**src/rtl/pps_qualifier_pkg.sv**
```systemverilog
// Shared definitions for the PPS qualifier: FSM state encoding, status
// widths and default timing constants for a 10 MHz major clock with a
// 1 Hz GPS PPS.
package pps_qualifier_pkg;

    typedef enum logic {
        ACQUIRE = 1'b0,
        TRACK   = 1'b1
    } state_t;

    localparam int unsigned REJECT_W = 8;

    localparam int unsigned DEF_NOMINAL_PERIOD = 10_000_000;
    localparam int unsigned DEF_TOLERANCE      = 1_000;
    localparam int unsigned DEF_MIN_HIGH       = 100;
    localparam int unsigned DEF_LOCK_COUNT     = 4;
    localparam int unsigned DEF_OUT_HIGH       = 16;
    localparam int unsigned DEF_CNT_WIDTH      = 25;

endpackage

```
**src/rtl/pps_glitch_filter.sv**
```systemverilog
// Glitch filter for the synchronized PPS level: counts consecutive high
// cycles and strobes candidate for one cycle when the count reaches
// MIN_HIGH. Shorter high phases never strobe.
// Ports: clk, rst_n (async active-low), level (synchronized PPS),
//        candidate (registered one-cycle strobe).
module pps_glitch_filter #(
    parameter int unsigned MIN_HIGH = 100
) (
    input  logic clk,
    input  logic rst_n,
    input  logic level,
    output logic candidate
);

    localparam int unsigned HW = $clog2(MIN_HIGH + 1);

    logic [HW-1:0] high_cnt;

    // Counter saturates at MIN_HIGH so a long high phase yields one strobe only.
    always_ff @(posedge clk or negedge rst_n) begin
        if (!rst_n) begin
            high_cnt  <= '0;
            candidate <= 1'b0;
        end else if (!level) begin
            high_cnt  <= '0;
            candidate <= 1'b0;
        end else begin
            if (high_cnt != HW'(MIN_HIGH)) begin
                high_cnt <= high_cnt + HW'(1);
            end
            candidate <= (high_cnt == HW'(MIN_HIGH - 1));
        end
    end

endmodule

```
**src/rtl/sync_2ff.sv**
```systemverilog
// Two-flop synchronizer for a single asynchronous level.
// Ports: clk, rst_n (async active-low), d (async input), q (synchronized).
module sync_2ff (
    input  logic clk,
    input  logic rst_n,
    input  logic d,
    output logic q
);

    logic meta;

    always_ff @(posedge clk or negedge rst_n) begin
        if (!rst_n) begin
            meta <= 1'b0;
            q    <= 1'b0;
        end else begin
            meta <= d;
            q    <= meta;
        end
    end

endmodule

```
**src/rtl/pps_qualifier.sv**
```systemverilog
// PPS qualifier: synchronizes the raw GPS PPS to MAJOR_CLOCK, filters
// glitches, accepts only edges inside the period window and emits a
// fixed-latency pulse plus lock / missing status.
// Ports: MAJOR_CLOCK (clock), RESET_N (async active-low reset),
//        PPS_IN (raw PPS), PPS_OUT (qualified pulse, OUT_HIGH cycles),
//        LOCKED (LOCK_COUNT consecutive accepts), MISSING (timeout seen,
//        cleared by next accept), REJECT_CNT (saturating early-edge count).
module pps_qualifier
    import pps_qualifier_pkg::*;
#(
    parameter int unsigned NOMINAL_PERIOD = DEF_NOMINAL_PERIOD,
    parameter int unsigned TOLERANCE      = DEF_TOLERANCE,
    parameter int unsigned MIN_HIGH       = DEF_MIN_HIGH,
    parameter int unsigned LOCK_COUNT     = DEF_LOCK_COUNT,
    parameter int unsigned OUT_HIGH       = DEF_OUT_HIGH,
    parameter int unsigned CNT_WIDTH      = DEF_CNT_WIDTH
) (
    input  logic                MAJOR_CLOCK,
    input  logic                RESET_N,
    input  logic                PPS_IN,
    output logic                PPS_OUT,
    output logic                LOCKED,
    output logic                MISSING,
    output logic [REJECT_W-1:0] REJECT_CNT
);

    localparam int unsigned OW = $clog2(OUT_HIGH + 1);
    localparam int unsigned LW = $clog2(LOCK_COUNT + 1);

    localparam logic [CNT_WIDTH-1:0] WIN_LO  = CNT_WIDTH'(NOMINAL_PERIOD - TOLERANCE);
    localparam logic [CNT_WIDTH-1:0] WIN_HI  = CNT_WIDTH'(NOMINAL_PERIOD + TOLERANCE);
    localparam logic [CNT_WIDTH-1:0] TIMEOUT = CNT_WIDTH'(NOMINAL_PERIOD + TOLERANCE + 1);

    logic                 pps_sync;
    logic                 candidate;
    state_t               state;
    logic [CNT_WIDTH-1:0] period_cnt;
    logic [LW-1:0]        consec;
    logic [OW-1:0]        out_cnt;
    logic                 in_window;
    logic                 early;

    sync_2ff u_sync (
        .clk   (MAJOR_CLOCK),
        .rst_n (RESET_N),
        .d     (PPS_IN),
        .q     (pps_sync)
    );

    pps_glitch_filter #(
        .MIN_HIGH (MIN_HIGH)
    ) u_filter (
        .clk       (MAJOR_CLOCK),
        .rst_n     (RESET_N),
        .level     (pps_sync),
        .candidate (candidate)
    );

    assign in_window = (period_cnt >= WIN_LO) && (period_cnt <= WIN_HI);
    assign early     = (period_cnt < WIN_LO);

    // FSM, period counter, output pulse timer and status registers.
    always_ff @(posedge MAJOR_CLOCK or negedge RESET_N) begin
        if (!RESET_N) begin
            state      <= ACQUIRE;
            period_cnt <= '0;
            consec     <= '0;
            out_cnt    <= '0;
            PPS_OUT    <= 1'b0;
            LOCKED     <= 1'b0;
            MISSING    <= 1'b0;
            REJECT_CNT <= '0;
        end else begin
            // Pulse timer runs down; an accept below restarts it.
            if (out_cnt != '0) begin
                out_cnt <= out_cnt - OW'(1);
            end else begin
                PPS_OUT <= 1'b0;
            end

            case (state)
                ACQUIRE: begin
                    if (candidate) begin
                        state      <= TRACK;
                        period_cnt <= CNT_WIDTH'(1);
                        consec     <= '0;
                        LOCKED     <= 1'b0;
                    end
                end

                TRACK: begin
                    period_cnt <= period_cnt + CNT_WIDTH'(1);
                    if (candidate && in_window) begin
                        period_cnt <= CNT_WIDTH'(1);
                        PPS_OUT    <= 1'b1;
                        out_cnt    <= OW'(OUT_HIGH - 1);
                        MISSING    <= 1'b0;
                        if (consec != LW'(LOCK_COUNT)) begin
                            consec <= consec + LW'(1);
                        end
                        // Registered view of the post-increment count.
                        LOCKED     <= (consec >= LW'(LOCK_COUNT - 1));
                    end else if (candidate && early) begin
                        if (REJECT_CNT != '1) begin
                            REJECT_CNT <= REJECT_CNT + REJECT_W'(1);
                        end
                    end else if (period_cnt >= TIMEOUT) begin
                        state      <= ACQUIRE;
                        period_cnt <= '0;
                        consec     <= '0;
                        LOCKED     <= 1'b0;
                        MISSING    <= 1'b1;
                    end
                end

                default: state <= ACQUIRE;
            endcase
        end
    end

endmodule
```
**config.mk**
```make
export PLATFORM = sky130hd
export DESIGN_NAME = pps_qualifier
export DESIGN_NICKNAME = d
export VERILOG_FILES = /design/src/rtl/pps_qualifier_pkg.sv /design/src/rtl/pps_glitch_filter.sv /design/src/rtl/sync_2ff.sv /design/src/rtl/pps_qualifier.sv
export SDC_FILE = /design/constraint.sdc
export NUM_CORES = 1
export LEC_CHECK = 0
export ABC_AREA = 1
export CAP_MARGIN = 10
export CORE_ASPECT_RATIO = 1.4
export CORE_UTILIZATION = 30
export CTS_BUF_LIST = sky130_fd_sc_hd__clkbuf_8
export CTS_CLUSTER_DIAMETER = 40
export DETAILED_ROUTE_END_ITERATION = 8
export GPL_TIMING_DRIVEN = 0
export SKIP_LAST_GASP = 1
export SLEW_MARGIN = 40
export SYNTH_ARGS = -nofsm -noshare
export SYNTH_HDL_FRONTEND = slang
export SYNTH_SLANG_ARGS = --single-unit
```
**constraint.sdc**
```tcl
create_clock -name MAJOR_CLOCK -period 2.5 [get_ports MAJOR_CLOCK]
set_input_delay 0.625 -clock MAJOR_CLOCK [delete_from_list [all_inputs] [get_ports MAJOR_CLOCK]]
set_output_delay 0.625 -clock MAJOR_CLOCK [all_outputs]
set_load 0.01 [all_outputs]
```
==> impl_metrics.toml <==
[die]
die_h_um = 128
die_area_mm2 = 0.0118
ios = 14
initial_utilization = 0.311
core_mm2 = 0.0109
fp.dieW_um = 92.0
row_count = 45

[worst_setup_path]
required_ps = 2740
crit_path_end_kind = "flip-flop"
critPathKind = "reg2reg"
path_max_fanout = 6
startpoint_type = "flip-flop"
cp.arrival_ps = 2400

[finish]
diodes = 0
nets = 448
syn_to_final_growth_pct = 13.0
final_cell_mix = "78 x nand2_1, 59 x inv_1, 55 x dfrtp_1"
layout-drive-gt1-share = 0.133
final_common_cell = "nand2_1"
multi_input_area_mm2 = 0.00172
final-seq-area_mm2 = 0.00138
fill_cells = 1169
final_area_mm2 = 0.00384
final_core_util = 0.352

[clock_network]
postCtsSetupBuffers = 0
cts-root-buf = "clkbuf_8"
cts_tree = "yes"
holdBufCountCts = 0
h-tree-depth = 2
clk_pin_slew_ps = 100
cts_sinks = 55
cts_buffers = 5
clk_path_buf_depth = 2
clock_latency_ps = 320
cts_resized = 0

[synthesis]
syn-mean-instance-area_um2 = 8.21
synth_nets = 427
yosys.cell_types.count = 36
ys_seq_area_frac = 0.405
synth.cell_area_mm2 = 0.00340
syn-instance-count = 414
ys_seq_elements = 55
yosys_warnings = 0

[route]
drt-wirelength-per-cell_um = 12.6
viasPerCell = 4.75
ant_nets = 0
drc_errors = 0
totalWireLength_mm = 7.26
drtPass1Iterations = 4
initialDrtViolationCount = 132
num_vias = 2740

[flow_run]
max_cap_viol_count = 0

[global_route]
overflow = 0
grt_max_degree = 30
first_global_vias = 2795
antenna_found_initial = 0
grt_pass1_wl_mm = 12.7
grt_usage = 0.134

[sta]
grt_setup_unrepaired = "no"
setup_viol = 0
slew_violations = 0
period_needed_ps = 2160
max_freq_mhz = 463
worst_pin_slew_ps = 450
relSlewSlack = 0.699
finClkSkew_ps = 10.3
finalHoldViolCount = 0
finalCritPeriodShare = 0.864

[placed_design]
hpwlAfterDp_mm = 5.64
io_buffer_count = 13
gp_congestion = 0.869
dpl_cell_area_mm2 = 0.00372

[hold_path]
min-delay-path-class = "in2async"

[pwr]
leakagePower_nw = 1.70
vdd_drop_max_uv = 179
powerDensity_mw_per_mm2 = 407

[run_status]
status = "complete, no violations"
[path summary, 6_finish.rpt]
kind,from,depth (start not counted),to,slack (ps)
setup / recovery,period_cnt[0]$_DFFE_PN0P_,10,period_cnt[14]$_DFFE_PN0P_,340
setup reg to reg,period_cnt[0]$_DFFE_PN0P_,10,period_cnt[14]$_DFFE_PN0P_,340
max in group asynchronous,RESET_N,2,REJECT_CNT[2]$_DFFE_PN0P_,1810
hold reg to reg,u_sync.meta$_DFF_PN0_,0,u_sync.q$_DFF_PN0_,360
hold / removal,RESET_N,1,period_cnt[10]$_DFFE_PN0P_,200
min in group MAJOR_CLOCK,u_sync.meta$_DFF_PN0_,0,u_sync.q$_DFF_PN0_,360
[cells in the mapped netlist]
| cell type | number | area, um^2 |
|---|---|---|
| o21ai_0 | 16 | 80.1 |
| a31oi_1 | 2 | 12.5 |
| inv_1 | 59 | 221 |
| a41oi_1 | 1 | 8.76 |
| a21oi_1 | 4 | 20.0 |
| nand3_1 | 31 | 155 |
| o22ai_1 | 1 | 6.26 |
| o22ai_2 | 18 | 225 |
| nand3_2 | 1 | 10.0 |
| nand2_2 | 2 | 12.5 |
| ha_1 | 10 | 125 |
| buf_2 | 3 | 15.0 |
| nor2_1 | 44 | 165 |
| dfrtp_1 | 55 | 1380 |
| nand3b_4 | 1 | 20.0 |
| a21o_1 | 1 | 7.51 |
| nor4_1 | 4 | 25.0 |
| o211ai_1 | 1 | 7.51 |
| nand4_1 | 13 | 81.3 |
| nor2_4 | 4 | 45.0 |
| o31ai_1 | 1 | 7.51 |
| or2_2 | 1 | 6.26 |
| o21ai_2 | 2 | 17.5 |
| clkinv_1 | 1 | 3.75 |
| nor3_1 | 16 | 80.1 |
| nor2_2 | 4 | 25.0 |
| inv_2 | 4 | 15.0 |
| nand2_4 | 1 | 11.3 |
| nand2_1 | 78 | 293 |
| xor2_1 | 22 | 193 |
| and2_1 | 2 | 12.5 |
| nand3_4 | 1 | 17.5 |
| xnor2_1 | 4 | 35.0 |
| buf_4 | 1 | 7.51 |
| buf_6 | 4 | 45.0 |
| nor3_2 | 1 | 10.0 |
[power by group]
group	switching [mW]	leakage, nW	internal, mW	total (mW)
sequential	0.00545	0.762	0.894	0.900
combinational	0.0256	0.881	0.00998	0.0356
clock	0.303	0.0612	0.325	0.627
[state kept, by name, indices dropped and copies added, names as in the netlist, 3 cells and up]
signal / cells
REJECT_CNT: 8
consec: 3
out_cnt: 5
period_cnt: 25
u_filter.high_cnt: 7
[layout make-up]
class,count,area share
Timing Repair Buffer,14,0.0384
Clock buffer,6,0.0215
Inverter,64,0.0625
Clock inverter,2,0.00912
Multi-Input combinational cell,287,0.447
Sequential cell,55,0.358
Buffer,8,0.0176
Tap cell,141,0.0459
[per-layer routing]
layer  wire [um]  vias to the layer above  GRT usage
met2        3750                       39      0.247
li1            -                     1383          -
met4         195                        0     0.0634
met3         158                       16     0.0190
met5           0                        -          0
met1        3160                     1302      0.151
[worst max-delay path, cell delays in order (launching register included)]
cell	delay (ps)
dfrtp_1	450
ha_1	260
inv_1	80
nor2_1	180
nand2_1	130
nor2_4	150
nand3_1	110
nor2_1	250
nand2_1	130
xor2_1	160
o21ai_0	160
[logic make-up after synthesis]
family | synth area share
buffers and inverters | 0.0905
DFF | 0.405
and+or+nand+nor | 0.285
AOI/OAI and AO/OA | 0.116
adders and majority gates | 0.0368
xor gates and xnor gates | 0.0670
[through the flow]
step | power [mW] | setup WS (ps) | TNS, ps | hold slack, ps | cells
2_1_floorplan | 0.926 | 752 | 0 | 329 | 414
5_1_grt | 1.62 | 123 | 0 | 228 | 577
6_report | 1.56 | 341 | 0 | 200 | 577
4_1_cts | 1.58 | 335 | 0 | 218 | 577
3_5_place_dp | 0.955 | 360 | 0 | 338 | 569
3_3_place_gp | 0.950 | -1010 | -55180 | 336 | 568
Power figures use the tool's default switching activity.
